===== src/rtl/uart_tx_arb.sv =====
// uart_tx_arb: arbitrates three byte requesters onto one shared UART transmitter.
// Define UART_ARB_PRIO0_EN to give requester 0 absolute priority over a 1/2 round-robin.
module uart_tx_arb #(
    parameter logic [15:0] BUSY_WAIT = 16'd16
) (
    input  logic        clk,
    input  logic        rst,
    input  logic [2:0]  req_valid,
    input  logic [23:0] req_data,
    output logic [2:0]  req_ready,
    input  logic        tx_busy,
    output logic [7:0]  tx_data,
    output logic        tx_pluse,
    output logic [1:0]  grant_id,
    output logic        arb_busy,
    output logic        timeout_err
);
    typedef enum logic [2:0] {
        IDLE       = 3'd0,
        GRANT      = 3'd1,
        SEND       = 3'd2,
        WAIT_START = 3'd3,
        WAIT_DONE  = 3'd4
    } state_t;

    // A zero wait budget still gives the transmitter one cycle to respond.
    localparam logic [15:0] WAIT_LAST = (BUSY_WAIT == 16'd0) ? 16'd0 : BUSY_WAIT - 16'd1;
    localparam logic [1:0]  NO_GRANT  = 2'd3;

    state_t      state_r, state_s;
    logic [1:0]  last_winner_r, last_winner_s;
    logic [15:0] count_r, count_s;
    logic [7:0]  tx_data_s;
    logic        tx_pluse_s;
    logic [2:0]  req_ready_s;
    logic [1:0]  grant_id_s;
    logic        arb_busy_s;
    logic        timeout_err_s;
    logic        finish_s;
    logic [1:0]  pick_s;

    function automatic logic [7:0] byte_of(input logic [23:0] data, input logic [1:0] idx);
        case (idx)
            2'd0:    byte_of = data[7:0];
            2'd1:    byte_of = data[15:8];
            2'd2:    byte_of = data[23:16];
            default: byte_of = 8'h00;
        endcase
    endfunction

`ifdef UART_ARB_PRIO0_EN
    logic last_hi_r, last_hi_s;  // 1 when requester 2 was the last of the 1/2 pair served

    function automatic logic [1:0] prio_pick(input logic [2:0] valid, input logic last_hi);
        if (valid[0]) begin
            prio_pick = 2'd0;
        end else if (valid[1] && (!valid[2] || last_hi)) begin
            prio_pick = 2'd1;
        end else if (valid[2]) begin
            prio_pick = 2'd2;
        end else begin
            prio_pick = NO_GRANT;
        end
    endfunction
`else
    function automatic logic [1:0] rr_pick(input logic [2:0] valid, input logic [1:0] last);
        case (last)
            2'd0:    rr_pick = valid[1] ? 2'd1 : (valid[2] ? 2'd2 : (valid[0] ? 2'd0 : NO_GRANT));
            2'd1:    rr_pick = valid[2] ? 2'd2 : (valid[0] ? 2'd0 : (valid[1] ? 2'd1 : NO_GRANT));
            default: rr_pick = valid[0] ? 2'd0 : (valid[1] ? 2'd1 : (valid[2] ? 2'd2 : NO_GRANT));
        endcase
    endfunction
`endif

    // Winner selection from the current request vector.
    always_comb begin
`ifdef UART_ARB_PRIO0_EN
        pick_s = prio_pick(req_valid, last_hi_r);
`else
        pick_s = rr_pick(req_valid, last_winner_r);
`endif
    end

    // Next state and next registered outputs.
    always_comb begin
        state_s       = state_r;
        tx_data_s     = tx_data;
        tx_pluse_s    = 1'b0;
        req_ready_s   = 3'b000;
        grant_id_s    = grant_id;
        timeout_err_s = 1'b0;
        last_winner_s = last_winner_r;
        count_s       = count_r;
        finish_s      = 1'b0;
`ifdef UART_ARB_PRIO0_EN
        last_hi_s     = last_hi_r;
`endif
        case (state_r)
            IDLE: begin
                if ((req_valid != 3'b000) && !tx_busy) begin
                    tx_data_s   = byte_of(req_data, pick_s);
                    grant_id_s  = pick_s;
                    req_ready_s = 3'b001 << pick_s;
                    state_s     = GRANT;
                end else begin
                    state_s = IDLE;
                end
            end
            GRANT: begin
                tx_pluse_s = 1'b1;
                state_s    = SEND;
            end
            SEND: begin
                count_s = 16'd0;
                state_s = WAIT_START;
            end
            WAIT_START: begin
                if (tx_busy) begin
                    state_s = WAIT_DONE;
                end else if (count_r == WAIT_LAST) begin
                    timeout_err_s = 1'b1;
                    finish_s      = 1'b1;
                    state_s       = IDLE;
                end else begin
                    count_s = count_r + 16'd1;
                end
            end
            WAIT_DONE: begin
                if (!tx_busy) begin
                    finish_s = 1'b1;
                    state_s  = IDLE;
                end else begin
                    state_s = WAIT_DONE;
                end
            end
            default: begin
                state_s    = IDLE;
                grant_id_s = NO_GRANT;
            end
        endcase

        // A dropped (timed-out) byte still counts as that requester's turn.
        if (finish_s) begin
            last_winner_s = grant_id;
            grant_id_s    = NO_GRANT;
`ifdef UART_ARB_PRIO0_EN
            if (grant_id == 2'd1) begin
                last_hi_s = 1'b0;
            end else if (grant_id == 2'd2) begin
                last_hi_s = 1'b1;
            end else begin
                last_hi_s = last_hi_r;
            end
`endif
        end else begin
            last_winner_s = last_winner_r;
        end

        arb_busy_s = (state_s != IDLE);
    end

    // State and output registers.
    always_ff @(posedge clk or posedge rst) begin
        if (rst) begin
            state_r       <= IDLE;
            tx_data       <= 8'h00;
            tx_pluse      <= 1'b0;
            req_ready     <= 3'b000;
            grant_id      <= NO_GRANT;
            arb_busy      <= 1'b0;
            timeout_err   <= 1'b0;
            last_winner_r <= 2'd2;
            count_r       <= 16'd0;
        end else begin
            state_r       <= state_s;
            tx_data       <= tx_data_s;
            tx_pluse      <= tx_pluse_s;
            req_ready     <= req_ready_s;
            grant_id      <= grant_id_s;
            arb_busy      <= arb_busy_s;
            timeout_err   <= timeout_err_s;
            last_winner_r <= last_winner_s;
            count_r       <= count_s;
        end
    end

`ifdef UART_ARB_PRIO0_EN
    // Fairness pointer between requesters 1 and 2.
    always_ff @(posedge clk or posedge rst) begin
        if (rst) begin
            last_hi_r <= 1'b1;
        end else begin
            last_hi_r <= last_hi_s;
        end
    end
`endif

endmodule


===== config.mk =====
export PLATFORM = sky130hd
export DESIGN_NAME = uart_tx_arb
export DESIGN_NICKNAME = d
export VERILOG_FILES = /design/src/rtl/uart_tx_arb.sv
export SDC_FILE = /design/constraint.sdc
export NUM_CORES = 1
export LEC_CHECK = 0
export CAP_MARGIN = 10
export CORE_MARGIN = 3
export CORE_UTILIZATION = 45
export DETAILED_ROUTE_END_ITERATION = 7
export PLACE_DENSITY = 0.73
export SYNTH_ARGS = -nofsm -noshare
export SYNTH_HDL_FRONTEND = slang
export SYNTH_SLANG_ARGS = --single-unit

===== constraint.sdc =====
create_clock -name clk -period 3.1 [get_ports clk]
set_input_delay 0.31 -clock clk [delete_from_list [all_inputs] [get_ports clk]]
set_output_delay 0.31 -clock clk [all_outputs]
set_load 0.02 [all_outputs]

==> summary.txt <==
Run status
  • Status: finished clean

Route
  • Total number of vias: 1768
  • DRC: 0
  • Routed Antenna Nets: 0
  • Drt pass-1 iters: 4
  • First DRT Iteration DRCs: 115
  • DRT Wirelength: 4760 um
  • Metal1 wirelength: 2310 um
  • Top Layer Used: met4
  • Vias per Instance: 5.85
  • Routed wl met2: 2240 um
  • DR WL/cell: 15.8 um
  • Wire length on met3: 155 um

Power
  • Clock share of power: 0.208
  • Logic pwr share: 0.382
  • Switch share: 0.376
  • Pleak: 1.07 nW
  • Sequential power share: 0.410
  • Peak supply drop: 0.543 mV
  • Internal power: 1.13 mW
  • Psw: 0.680 mW
  • PwrDens: 699 mW/mm^2

Synth
  • Synth cell count leaders: dfrtp_1 (34), o21ai_0 (15), nand3_1 (13)
  • Yosys warnings: 0
  • Syn Inst Count: 208
  • Sequential cell area fraction in the yosys report: 0.461
  • Cell taking the most area after synthesis: dfrtp_1
  • Synth area leaders: dfrtp_1 (42%), mux2i_1 (4.5%), dfstp_2 (3.9%)
  • Dominant synthesized flop cell: dfrtp_1
  • Asr flop ratio synth: 1.00
  • Synth cell types: 47
  • Synthesized Nets: 239
  • Post-synth EDFFs: 0
  • #FFs+latches synth: 37
  • Count leader, synth: dfrtp_1
  • Synth top area share: 0.422
  • Mapped Area: 0.00202 sq mm
  • Avg Inst Size Synth: 9.70 sq um

Floorplan
  • Die Y: 73.0 um
  • Rows: 23
  • Std-Cell Core Area: 0.00417 sq mm
  • Initial Util: 0.483
  • Die ar.: 0.00532 sq mm
  • Num ports: 46
  • Die Wd: 73.0 um

STA
  • Final setup viols: 0
  • FMAX: 487 MHz
  • Fin crit share: 0.662
  • Relative slew slack: 0.470
  • Final min period: 2.05 ns
  • Post-Route Skew: 0.00882 ns
  • RSZ-0062 raised after global routing: false
  • Worst Tran Pin Value: 0.792 ns
  • Final hold vios: 0
  • Total negative setup slack: 0 ns
  • Max-slew violation count: 0

Global route
  • Initial antenna violation count: 0
  • Global router's overall resource usage: 0.195
  • Vias in the first global route: 1657
  • Grt ovf: 0
  • First-pass GRT wire length: 8110 um
  • Maximum number of pins on one net before global-route repair: 25

Clocking
  • CTS Buffer Depth: 2
  • Total CTS buffers: 5
  • Reg clk slew, reported paths: 0.08 ns
  • Postcts setup bufs: 0
  • Clock sink count: 37
  • CTS hold repair buffers: 0
  • Later-pin clock latency in the skew report: 0.29 ns
  • H-tree Lvls: 2
  • Post-CTS resize count: 0
  • CTS tree: yes
  • Clock root buffer: clkbuf_8

Critical path
  • Crit-path max cell delay: 0.69 ns
  • Startpoint types: input pin
  • Req. time, crit path: 3.24 ns
  • Worst Setup End Kind: register
  • Slowest stage cell, crit path: clkdlybuf4s50_1
  • Crit path cell chain: clkdlybuf4s50_1, nor4_2, nand2b_1, a32oi_1, o21ai_0
  • CP Buf/Inv Count: 1
  • Crit Path Category: input pin to register
  • Data arrival, critical path: 2.20 ns
  • Max FO, Critical Path: 15
  • Delay-heaviest family, CP: simple AND/OR/NAND/NOR gates

Place
  • Post-Place Cells: 294
  • Port Buffer Count: 45
  • Routability-driven placement congestion ratio: 0.799
  • Post-DP HPWL: 3460 um

Cells and area
  • Share of layout cells above drive strength 1: 0.0754
  • Final nets: 282
  • Filler cells: 357
  • Post-layout util: 0.620
  • Non-filler instance count after layout: 302
  • Ant diodes: 0
  • Area grow syn2layout: 28.2%

Job
  • MaxCap Viol Count: 0

Worst hold path
  • Hold Crit Class: input pin to async pin
[final timing paths]
path                       startpoint                to  slack (ns)  cells after the start
setup / recovery              tx_busy        tx_data[3]        1.05                      5
hold / removal                    rst        tx_data[0]        0.36                      2
setup reg to reg           count_r[0]        count_r[3]        1.16                      5
hold reg to reg            tx_data[2]        tx_data[2]        0.50                      2
max in group asynchronous         rst  last_winner_r[1]        1.96                      3
min in group clk           tx_data[2]        tx_data[2]        0.50                      2
[sequential cells by signal, summed over array words and instances, names as in the netlist]
| signal | cells |
|---|---|
| timeout_err | 1 |
| arb_busy | 1 |
| req_ready | 3 |
| tx_pluse | 1 |
| count_r | 16 |
| tx_data | 8 |
| grant_id | 2 |
| state_r | 3 |
| last_winner_r | 2 |
[per-layer routing]
metal / vias to the layer above / GRT usage
li1: 871 / -
met1: 859 / 0.295
met2: 33 / 0.285
met3: 5 / 0.0372
met4: 0 / 0.0553
met5: - / 0
[placed cells by master, fill, tap and decap left out, drive strengths merged, types with 3 or more instances in the layout]
cell,n
nor2b,6
and3,3
nand3,13
mux2i,9
dfrtp,34
nand2b,7
nor3,6
xor2,3
or3,3
or4,3
and4,3
nand2,9
nand4,11
nor2,11
inv,3
a21oi,11
xnor2,3
o211ai,3
nor3b,4
dfstp,3
clkbuf,7
o21ai,16
a32oi,8
nor4,5
buf,3
clkdlybuf4s50,45
[metrics by stage]
step	setup slack [ns]	area, sq um	power [mW]	hold WS [ns]
finish	1.05	2590	1.81	0.365
floorplan	1.25	2020	1.16	0.475
detailed placement	0.770	2480	1.44	0.485
global route	0.828	2590	1.92	0.414
CTS	1.07	2590	1.82	0.384
global placement	0.821	2480	1.43	0.481
[cells by family (layout without fill, tap and decap cells)]
| family | after synthesis | count (layout) | share of synthesized area |
|---|---|---|---|
| AND/OR/NAND/NOR | 92 | 92 | 0.272 |
| multiplexers | 9 | 9 | 0.0447 |
| flip-flops | 37 | 37 | 0.461 |
| buffers and inverters | 15 | 59 | 0.0391 |
| adder cells (fa/ha/maj) | 1 | 1 | 0.00620 |
| XOR/XNOR | 6 | 6 | 0.0261 |
| AO/OA/AOI/OAI | 48 | 48 | 0.151 |
[power by group through the flow]
stage | logic (mW) | clock network [mW] | registers, mW
5_1_grt | 0.755 | 0.402 | 0.763
6_report | 0.691 | 0.376 | 0.741
2_1_floorplan | 0.390 | 0 | 0.767
3_3_place_gp | 0.683 | 0 | 0.749
4_1_cts | 0.697 | 0.382 | 0.740
3_5_place_dp | 0.692 | 0 | 0.746
[final cells by class]
cell class                 count  area, sq um  area share
sequential                    37          930       0.359
clock inverter                 1         5.00     0.00194
inverter                       3         11.3     0.00435
timing repair buffer          48          473       0.183
tap                           50         62.6      0.0242
clock buffer                   7         96.3      0.0373
multi-input combinational    156         1010       0.390
Power figures use the tool's default switching activity.
